### config.mk
export PLATFORM = sky130hd
export DESIGN_NAME = mole_scheduler_flat
export DESIGN_NICKNAME = d
export VERILOG_FILES = /design/src/rtl/mole_scheduler_pkg.sv /design/src/rtl/mole_scheduler_if.sv /design/src/rtl/mole_timer.sv /design/src/rtl/mole_scheduler.sv /design/src/flat_wrapper.sv
export SDC_FILE = /design/constraint.sdc
export NUM_CORES = 1
export LEC_CHECK = 0
export ABC_CLOCK_PERIOD_IN_PS = 16200
export CORE_MARGIN = 2
export CORE_UTILIZATION = 46
export DETAILED_ROUTE_END_ITERATION = 10
export HOLD_SLACK_MARGIN = 0.12
export SYNTH_ARGS = -nofsm -noshare
export SYNTH_HDL_FRONTEND = slang
export SYNTH_SLANG_ARGS = --single-unit
### constraint.sdc
create_clock -name clk -period 16.2 [get_ports clk]
set_input_delay 4.86 -clock clk [delete_from_list [all_inputs] [get_ports clk]]
set_output_delay 4.86 -clock clk [all_outputs]
set_load 0.1 [all_outputs]
### src/rtl/mole_scheduler_pkg.sv
// Shared definitions for the whack-a-mole scheduler.
//   NUM_HOLES : number of holes on the board
//   HIT_NONE  : hammer position code meaning "no hit this cycle"
//   state_t   : game state encoding (IDLE / RUN)
//   cand_hole : folds a 4-bit random value onto a hole index 0..8
package mole_scheduler_pkg;

  localparam int         NUM_HOLES = 9;
  localparam logic [3:0] HIT_NONE  = 4'd15;

  typedef enum logic {
    ST_IDLE = 1'b0,
    ST_RUN  = 1'b1
  } state_t;

  // Values 9..15 fold down to 0..6 so every random value names a hole.
  function automatic logic [3:0] cand_hole(input logic [3:0] r);
    return (r < 4'd9) ? r : (r - 4'd9);
  endfunction

endpackage

### src/rtl/mole_scheduler_if.sv
// Game bus between the board controller and the mole scheduler.
//   en          : game running (master -> slave)
//   hit_pos     : one-cycle hammer position, 0..8 hole, 15 none
//   rnd         : free-running random value
//   map         : registered mole occupancy, bit i = hole i
//   active_cnt  : registered popcount of map
//   spawn_pulse : a mole was placed
//   hit_pulse   : an occupied hole was hit
//   whiff_pulse : an empty hole was hit
//   miss_pulse  : one or more moles expired
interface mole_scheduler_if;
  logic       en;
  logic [3:0] hit_pos;
  logic [8:0] rnd;
  logic [8:0] map;
  logic [3:0] active_cnt;
  logic       spawn_pulse;
  logic       hit_pulse;
  logic       whiff_pulse;
  logic       miss_pulse;

  modport master (
    output en, hit_pos, rnd,
    input  map, active_cnt, spawn_pulse, hit_pulse, whiff_pulse, miss_pulse
  );

  modport slave (
    input  en, hit_pos, rnd,
    output map, active_cnt, spawn_pulse, hit_pulse, whiff_pulse, miss_pulse
  );
endinterface

### src/rtl/mole_timer.sv
// Lifetime counter for one hole.
//   clk, rst  : clock, synchronous active-high reset
//   i_load    : a mole is placed in this hole; restart count at 0
//   i_clear   : hole emptied or game stopped; hold count at 0
//   i_run     : hole occupied during RUN; advance count
//   o_expire  : mole has been up MOLE_LIFE cycles; cleared on the next edge
module mole_timer #(
  parameter int unsigned MOLE_LIFE = 100_000_000
) (
  input  logic clk,
  input  logic rst,
  input  logic i_load,
  input  logic i_clear,
  input  logic i_run,
  output logic o_expire
);

  logic [31:0] r_cnt;

  // The count never passes MOLE_LIFE-1: expiry clears the hole, which
  // asserts i_clear on the same edge, so 32 bits cannot overflow.
  always_ff @(posedge clk) begin
    if (rst || i_clear || i_load) begin
      r_cnt <= '0;
    end else if (i_run) begin
      r_cnt <= r_cnt + 32'd1;
    end
  end

  assign o_expire = i_run && (r_cnt == (MOLE_LIFE - 32'd1));

endmodule

### src/rtl/mole_scheduler.sv
// Whack-a-mole scheduler: periodically places moles in free holes, times
// them out, and scores hammer hits against the registered occupancy map.
//   clk, rst : clock, synchronous active-high reset (overrides en)
//   bus      : mole_scheduler_if.slave (en, hit_pos, rnd in; map,
//              active_cnt and the four event pulses out, all registered)
module mole_scheduler
  import mole_scheduler_pkg::*;
#(
  parameter int unsigned SPAWN_PERIOD = 50_000_000,
  parameter int unsigned MOLE_LIFE    = 100_000_000,
  parameter int unsigned MAX_ACTIVE   = 3
) (
  input  logic             clk,
  input  logic             rst,
  mole_scheduler_if.slave  bus
);

  state_t      r_state;
  state_t      w_state_nxt;
  logic        w_active;

  logic [8:0]  r_map;
  logic [3:0]  r_active_cnt;
  logic [31:0] r_spawn_cnt;
  logic        r_spawn_pulse;
  logic        r_hit_pulse;
  logic        r_whiff_pulse;
  logic        r_miss_pulse;

  logic        w_wrap;
  logic        w_hit_valid;
  logic [8:0]  w_hit_mask;
  logic        w_hit_occ;
  logic        w_whiff;
  logic [8:0]  w_expire;
  logic [8:0]  w_miss_mask;
  logic [8:0]  w_clr;
  logic [3:0]  w_cand;
  logic [4:0]  w_sum;
  logic [3:0]  w_idx;
  logic        w_found;
  logic [8:0]  w_scan_mask;
  logic        w_do_spawn;
  logic [8:0]  w_spawn_mask;
  logic [8:0]  w_map_nxt;

  function automatic logic [3:0] popcount9(input logic [8:0] v);
    logic [3:0] s;
    s = '0;
    for (int i = 0; i < 9; i++) begin
      s = s + {3'd0, v[i]};
    end
    return s;
  endfunction

  // State register
  always_ff @(posedge clk) begin
    if (rst) begin
      r_state <= ST_IDLE;
    end else begin
      r_state <= w_state_nxt;
    end
  end

  // Next-state logic
  always_comb begin
    w_state_nxt = ST_IDLE;
    if (bus.en) begin
      w_state_nxt = ST_RUN;
    end
  end

  // Output decode: game logic acts only while RUN and en is still high;
  // dropping en in RUN makes the next edge a silent clear.
  always_comb begin
    w_active = (r_state == ST_RUN) && bus.en;
  end

  assign w_wrap = (r_spawn_cnt == (SPAWN_PERIOD - 32'd1));

  // Hammer decode; positions 9..14 fall outside the board like HIT_NONE.
  always_comb begin
    w_hit_valid = (bus.hit_pos < 4'(NUM_HOLES));
    w_hit_mask  = w_hit_valid ? (9'd1 << bus.hit_pos) : 9'd0;
    w_hit_occ   = |(w_hit_mask & r_map);
    w_whiff     = w_hit_valid && !w_hit_occ;
    // A hit on an expiring hole scores as a hit, not a miss.
    w_miss_mask = w_expire & ~w_hit_mask;
    w_clr       = (w_hit_mask & r_map) | w_expire;
  end

  // Cyclic free-hole scan from the candidate over the registered map, so a
  // hole emptied this cycle is not refilled until the next attempt.
  always_comb begin
    w_cand      = cand_hole(bus.rnd[3:0]);
    w_found     = 1'b0;
    w_scan_mask = '0;
    w_sum       = '0;
    w_idx       = '0;
    for (int k = 0; k < NUM_HOLES; k++) begin
      w_sum = {1'b0, w_cand} + 5'(k);
      if (w_sum >= 5'(NUM_HOLES)) begin
        w_sum = w_sum - 5'(NUM_HOLES);
      end
      w_idx = w_sum[3:0];
      if (!w_found && (((r_map >> w_idx) & 9'd1) == 9'd0)) begin
        w_found     = 1'b1;
        w_scan_mask = 9'd1 << w_idx;
      end
    end
  end

  always_comb begin
    w_do_spawn   = w_active && w_wrap && w_found &&
                   (r_active_cnt != 4'(MAX_ACTIVE)) && (r_map != 9'h1FF);
    w_spawn_mask = w_do_spawn ? w_scan_mask : 9'd0;
    w_map_nxt    = w_active ? ((r_map & ~w_clr) | w_spawn_mask) : 9'd0;
  end

  for (genvar gi = 0; gi < NUM_HOLES; gi++) begin : g_timer
    mole_timer #(
      .MOLE_LIFE (MOLE_LIFE)
    ) u_timer (
      .clk      (clk),
      .rst      (rst),
      .i_load   (w_spawn_mask[gi]),
      .i_clear  (!w_active || w_clr[gi]),
      .i_run    (w_active && r_map[gi]),
      .o_expire (w_expire[gi])
    );
  end

  // Registered map, count, spawn timer and event pulses
  always_ff @(posedge clk) begin
    if (rst) begin
      r_map         <= '0;
      r_active_cnt  <= '0;
      r_spawn_cnt   <= '0;
      r_spawn_pulse <= 1'b0;
      r_hit_pulse   <= 1'b0;
      r_whiff_pulse <= 1'b0;
      r_miss_pulse  <= 1'b0;
    end else begin
      r_map         <= w_map_nxt;
      r_active_cnt  <= popcount9(w_map_nxt);
      r_spawn_cnt   <= (!w_active || w_wrap) ? 32'd0 : (r_spawn_cnt + 32'd1);
      r_spawn_pulse <= w_do_spawn;
      r_hit_pulse   <= w_active && w_hit_occ;
      r_whiff_pulse <= w_active && w_whiff;
      r_miss_pulse  <= w_active && (|w_miss_mask);
    end
  end

  assign bus.map         = r_map;
  assign bus.active_cnt  = r_active_cnt;
  assign bus.spawn_pulse = r_spawn_pulse;
  assign bus.hit_pulse   = r_hit_pulse;
  assign bus.whiff_pulse = r_whiff_pulse;
  assign bus.miss_pulse  = r_miss_pulse;

endmodule

### src/flat_wrapper.sv
// flat-port wrapper written by rule: the top's interface ports become plain ports
module mole_scheduler_flat import mole_scheduler_pkg::*;
#(
  parameter int unsigned SPAWN_PERIOD = 50_000_000,
  parameter int unsigned MOLE_LIFE    = 100_000_000,
  parameter int unsigned MAX_ACTIVE   = 3
)
  (clk, rst, bus_en, bus_hit_pos, bus_rnd, bus_map, bus_active_cnt, bus_spawn_pulse, bus_hit_pulse, bus_whiff_pulse, bus_miss_pulse);
  mole_scheduler_if bus_i ();
  input  logic clk;
  input  logic rst;
  input wire logic [$bits(bus_i.en)-1:0] bus_en;
  input wire logic [$bits(bus_i.hit_pos)-1:0] bus_hit_pos;
  input wire logic [$bits(bus_i.rnd)-1:0] bus_rnd;
  output wire logic [$bits(bus_i.map)-1:0] bus_map;
  output wire logic [$bits(bus_i.active_cnt)-1:0] bus_active_cnt;
  output wire logic [$bits(bus_i.spawn_pulse)-1:0] bus_spawn_pulse;
  output wire logic [$bits(bus_i.hit_pulse)-1:0] bus_hit_pulse;
  output wire logic [$bits(bus_i.whiff_pulse)-1:0] bus_whiff_pulse;
  output wire logic [$bits(bus_i.miss_pulse)-1:0] bus_miss_pulse;
  assign bus_i.en = bus_en;
  assign bus_i.hit_pos = bus_hit_pos;
  assign bus_i.rnd = bus_rnd;
  assign bus_map = bus_i.map;
  assign bus_active_cnt = bus_i.active_cnt;
  assign bus_spawn_pulse = bus_i.spawn_pulse;
  assign bus_hit_pulse = bus_i.hit_pulse;
  assign bus_whiff_pulse = bus_i.whiff_pulse;
  assign bus_miss_pulse = bus_i.miss_pulse;
  mole_scheduler #(.SPAWN_PERIOD(SPAWN_PERIOD), .MOLE_LIFE(MOLE_LIFE), .MAX_ACTIVE(MAX_ACTIVE)) u_core (.clk(clk), .rst(rst), .bus(bus_i));
endmodule
==> impl_metrics.json <==
{
  "outcome": "finished, final reports clean",
  "async_flop_share": 0,
  "final_common_cell": "nor2_1",
  "synth_cell_types": 103,
  "instances_no_fill": 3249,
  "post_cts_resized": 0,
  "diodes": 0,
  "min_period_over_period": 0.8668,
  "cts_setup_buffers": 0,
  "drc": 0,
  "synth_seq_cells": 338,
  "cp.arrival_ns": 14.47,
  "cts_made_buffers": 39,
  "crit_type": "primary input to register",
  "htree_levels": 2,
  "routed_wl_um": 58980,
  "wl_met1_um": 26610,
  "finalNetCount": 2688,
  "critPathMaxFanout": 19,
  "drive_gt1_frac": 0.07151,
  "final_hold_viol_count": 0,
  "max_freq_mhz": 71.21,
  "ir_drop_mv": 0.09368,
  "setup_ws_ns": 2.158,
  "cts_tree": "yes",
  "setup_viol": 0,
  "worst_pin_slew_ns": 1.193,
  "numPortBuffers": 27,
  "dieWidth_um": 216.4,
  "boundaryPins": 33,
  "placementRows": 77,
  "via_per_inst": 5.837,
  "core-area_sq_um": 44410,
  "first_pass_iters": 6,
  "drt_iter0_drc": 1659,
  "fill_cells": 4255,
  "relSlewSlack": 0.2026,
  "placed_cell_area_sq_um": 21560,
  "clock-root-buffer": "clkbuf_16",
  "most-common-layout-cells": "nor2_1 (420), dfxtp_1 (338), nand2_1 (267), xor2_1 (179), nand3_1 (158)",
  "fin_area_sq_um": 22870,
  "synthCells": 2635,
  "gp_congestion": 1.013,
  "routed.top_layer": "met4",
  "slowest_delay_ns": 0.73,
  "clk_path_buf_depth": 3,
  "hp-class": "register to register",
  "cts_sinks": 338,
  "whs_ns": 0.4606,
  "drt-wirelength-per-cell_um": 18.15,
  "startpoint_type": "primary input",
  "crit_slowest_cell": "xnor2_1",
  "synth_edf_count": 0,
  "start_util": 0.4671,
  "ys_seq_area_frac": 0.3262,
  "maxCapViolations": 0,
  "p_leak_nw": 7.526,
  "cp_num_buf_inv": 9,
  "die_y_um": 216.4,
  "final.setup.tns_ns": 0,
  "placedCellCount": 3180,
  "dieArea_sq_um": 46810,
  "dp_slack_ns": 1.906,
  "grt_setup_unrepaired": "no",
  "pwr_density_cell_nw_per_um2": 88.79,
  "antenna_found_initial": 1,
  "skew_ns": 0.03098,
  "avgSynthCellArea_sq_um": 7.873,
  "syn2layout_area_growth_pct": 10.23,
  "ant_nets": 0,
  "wl_met3_um": 3792,
  "synth_area_sq_um": 20740,
  "track_usage": 0.2489,
  "crit_family": "adder cells",
  "final_max_slew_viol_count": 0,
  "dr_total_vias": 18965,
  "worstSkewPairLatency_ns": 0.57,
  "end_kind": "register",
  "synth_ff_type": "dfxtp_1",
  "grt_pass1_vias": 18038,
  "dr_wl_met2_um": 26000,
  "grt_pass1_wl_um": 95360,
  "synth_fp_nets": 2694,
  "period_needed_ns": 14.04,
  "yosys_warnings": 0,
  "grt_remaining_overflow": 0,
  "path_clk_slew_ns": 0.06,
  "grt_start_max_net_pins": 43,
  "cts_hold_buf": 0,
  "dp_hpwl_um": 42280,
  "cp_data_required_time_ns": 16.63
}
==> cell families (layout without fill, tap and decap cells) <==
group,Yosys count,count (layout),share of synthesized area
and+or+nand+nor,1361,1361,0.3280
DFF,338,338,0.3262
muxes,36,36,0.01834
AOI/OAI and AO/OA,371,371,0.1295
buffers and inverters,169,191,0.03637
xor gates and xnor gates,317,317,0.1338
adders and majority gates,43,43,0.02774
==> cells in the mapped netlist (all sizes together) (64+ instances only) <==
cell type	instances	area share
a21oi	69	0.018
and3	97	0.029
clkbuf	64	0.012
dfxtp	338	0.33
nand2	268	0.049
nand3	158	0.038
nor2	421	0.076
nor3	118	0.028
nor4	68	0.030
o21ai	73	0.018
xnor2	138	0.058
xor2	179	0.076
==> final timing paths <==
check | startpoint | endpoint | slack, ns | depth (start not counted)
worst min-delay path | u_core.r_spawn_cnt[0] | u_core.r_spawn_cnt[0] | 0.46 | 1
worst max register to register | u_core.bus.map[1] | u_core.bus.active_cnt[2] | 9.88 | 23
worst max-delay path | bus_rnd[0] | u_core.bus.active_cnt[2] | 2.16 | 33
worst min register to register | u_core.r_spawn_cnt[0] | u_core.r_spawn_cnt[0] | 0.46 | 1
==> registers in the layout (all words and copies together), names as in the netlist <==
| name | count |
|---|---|
| u_core.bus.active_cnt | 4 |
| u_core.bus.miss_pulse | 1 |
| u_core.r_state | 1 |
| u_core.bus.spawn_pulse | 1 |
| u_core.r_spawn_cnt | 32 |
| u_core.g_timer.u_timer.r_cnt | 288 |
| u_core.bus.whiff_pulse | 1 |
| u_core.bus.map | 9 |
| u_core.bus.hit_pulse | 1 |
==> worst reg2reg max path, stage by stage (launching register included) <==
cell	delay [ns]
dfxtp_1	0.31
buf_4	0.28
inv_1	0.20
o21ai_0	0.36
nor3_1	0.11
a2111oi_0	0.67
a2bb2oi_1	0.28
and2_1	0.27
nand2_1	0.10
a21oi_1	0.07
o32ai_1	0.48
buf_4	0.21
and2_1	0.14
o22ai_1	0.10
ha_1	0.32
inv_1	0.04
fa_1	0.45
fa_1	0.49
inv_1	0.05
fa_1	0.44
ha_1	0.23
fa_1	0.38
xnor2_1	0.16
nor2_1	0.05
==> per-stage QoR <==
| step | util | power, W |
|---|---|---|
| final | 0.5149 | 0.002030 |
| after global routing | 0.5149 | 0.002113 |
| after CTS | 0.5149 | 0.002044 |
| after detailed placement | 0.4854 | 0.001146 |
| after global placement | 0.4854 | 0.001147 |
| after floorplan | - | 0.001059 |
==> layer usage <==
layer | vias up | global-route usage
li1 | 9281 | -
met1 | 8970 | 0.3337
met2 | 573 | 0.3935
met3 | 141 | 0.04056
met4 | 0 | 0.1123
met5 | - | 0
==> power breakdown <==
| part | leakage [nW] | switching (W) | internal (W) | total [W] |
|---|---|---|---|---|
| clock | 0.636 | 0.000362 | 0.000528 | 0.000890 |
| combinational | 4.17 | 0.000208 | 0.000101 | 0.000309 |
| sequential | 2.72 | 0.000000180 | 0.000831 | 0.000832 |
| total | 7.53 | 0.000570 | 0.00146 | 0.00203 |
==> cell type report <==
class | instances | area [sq um] | area share
clock inverter | 16 | 207.7 | 0.009083
inverter | 52 | 195.2 | 0.008536
timing repair buffer | 70 | 593.1 | 0.02594
multi-input combinational | 2128 | 13270 | 0.5801
tap | 592 | 740.7 | 0.03239
clock buffer | 53 | 1099 | 0.04804
sequential | 338 | 6766 | 0.2959
Note: power is estimated with default switching activity, not from simulation.
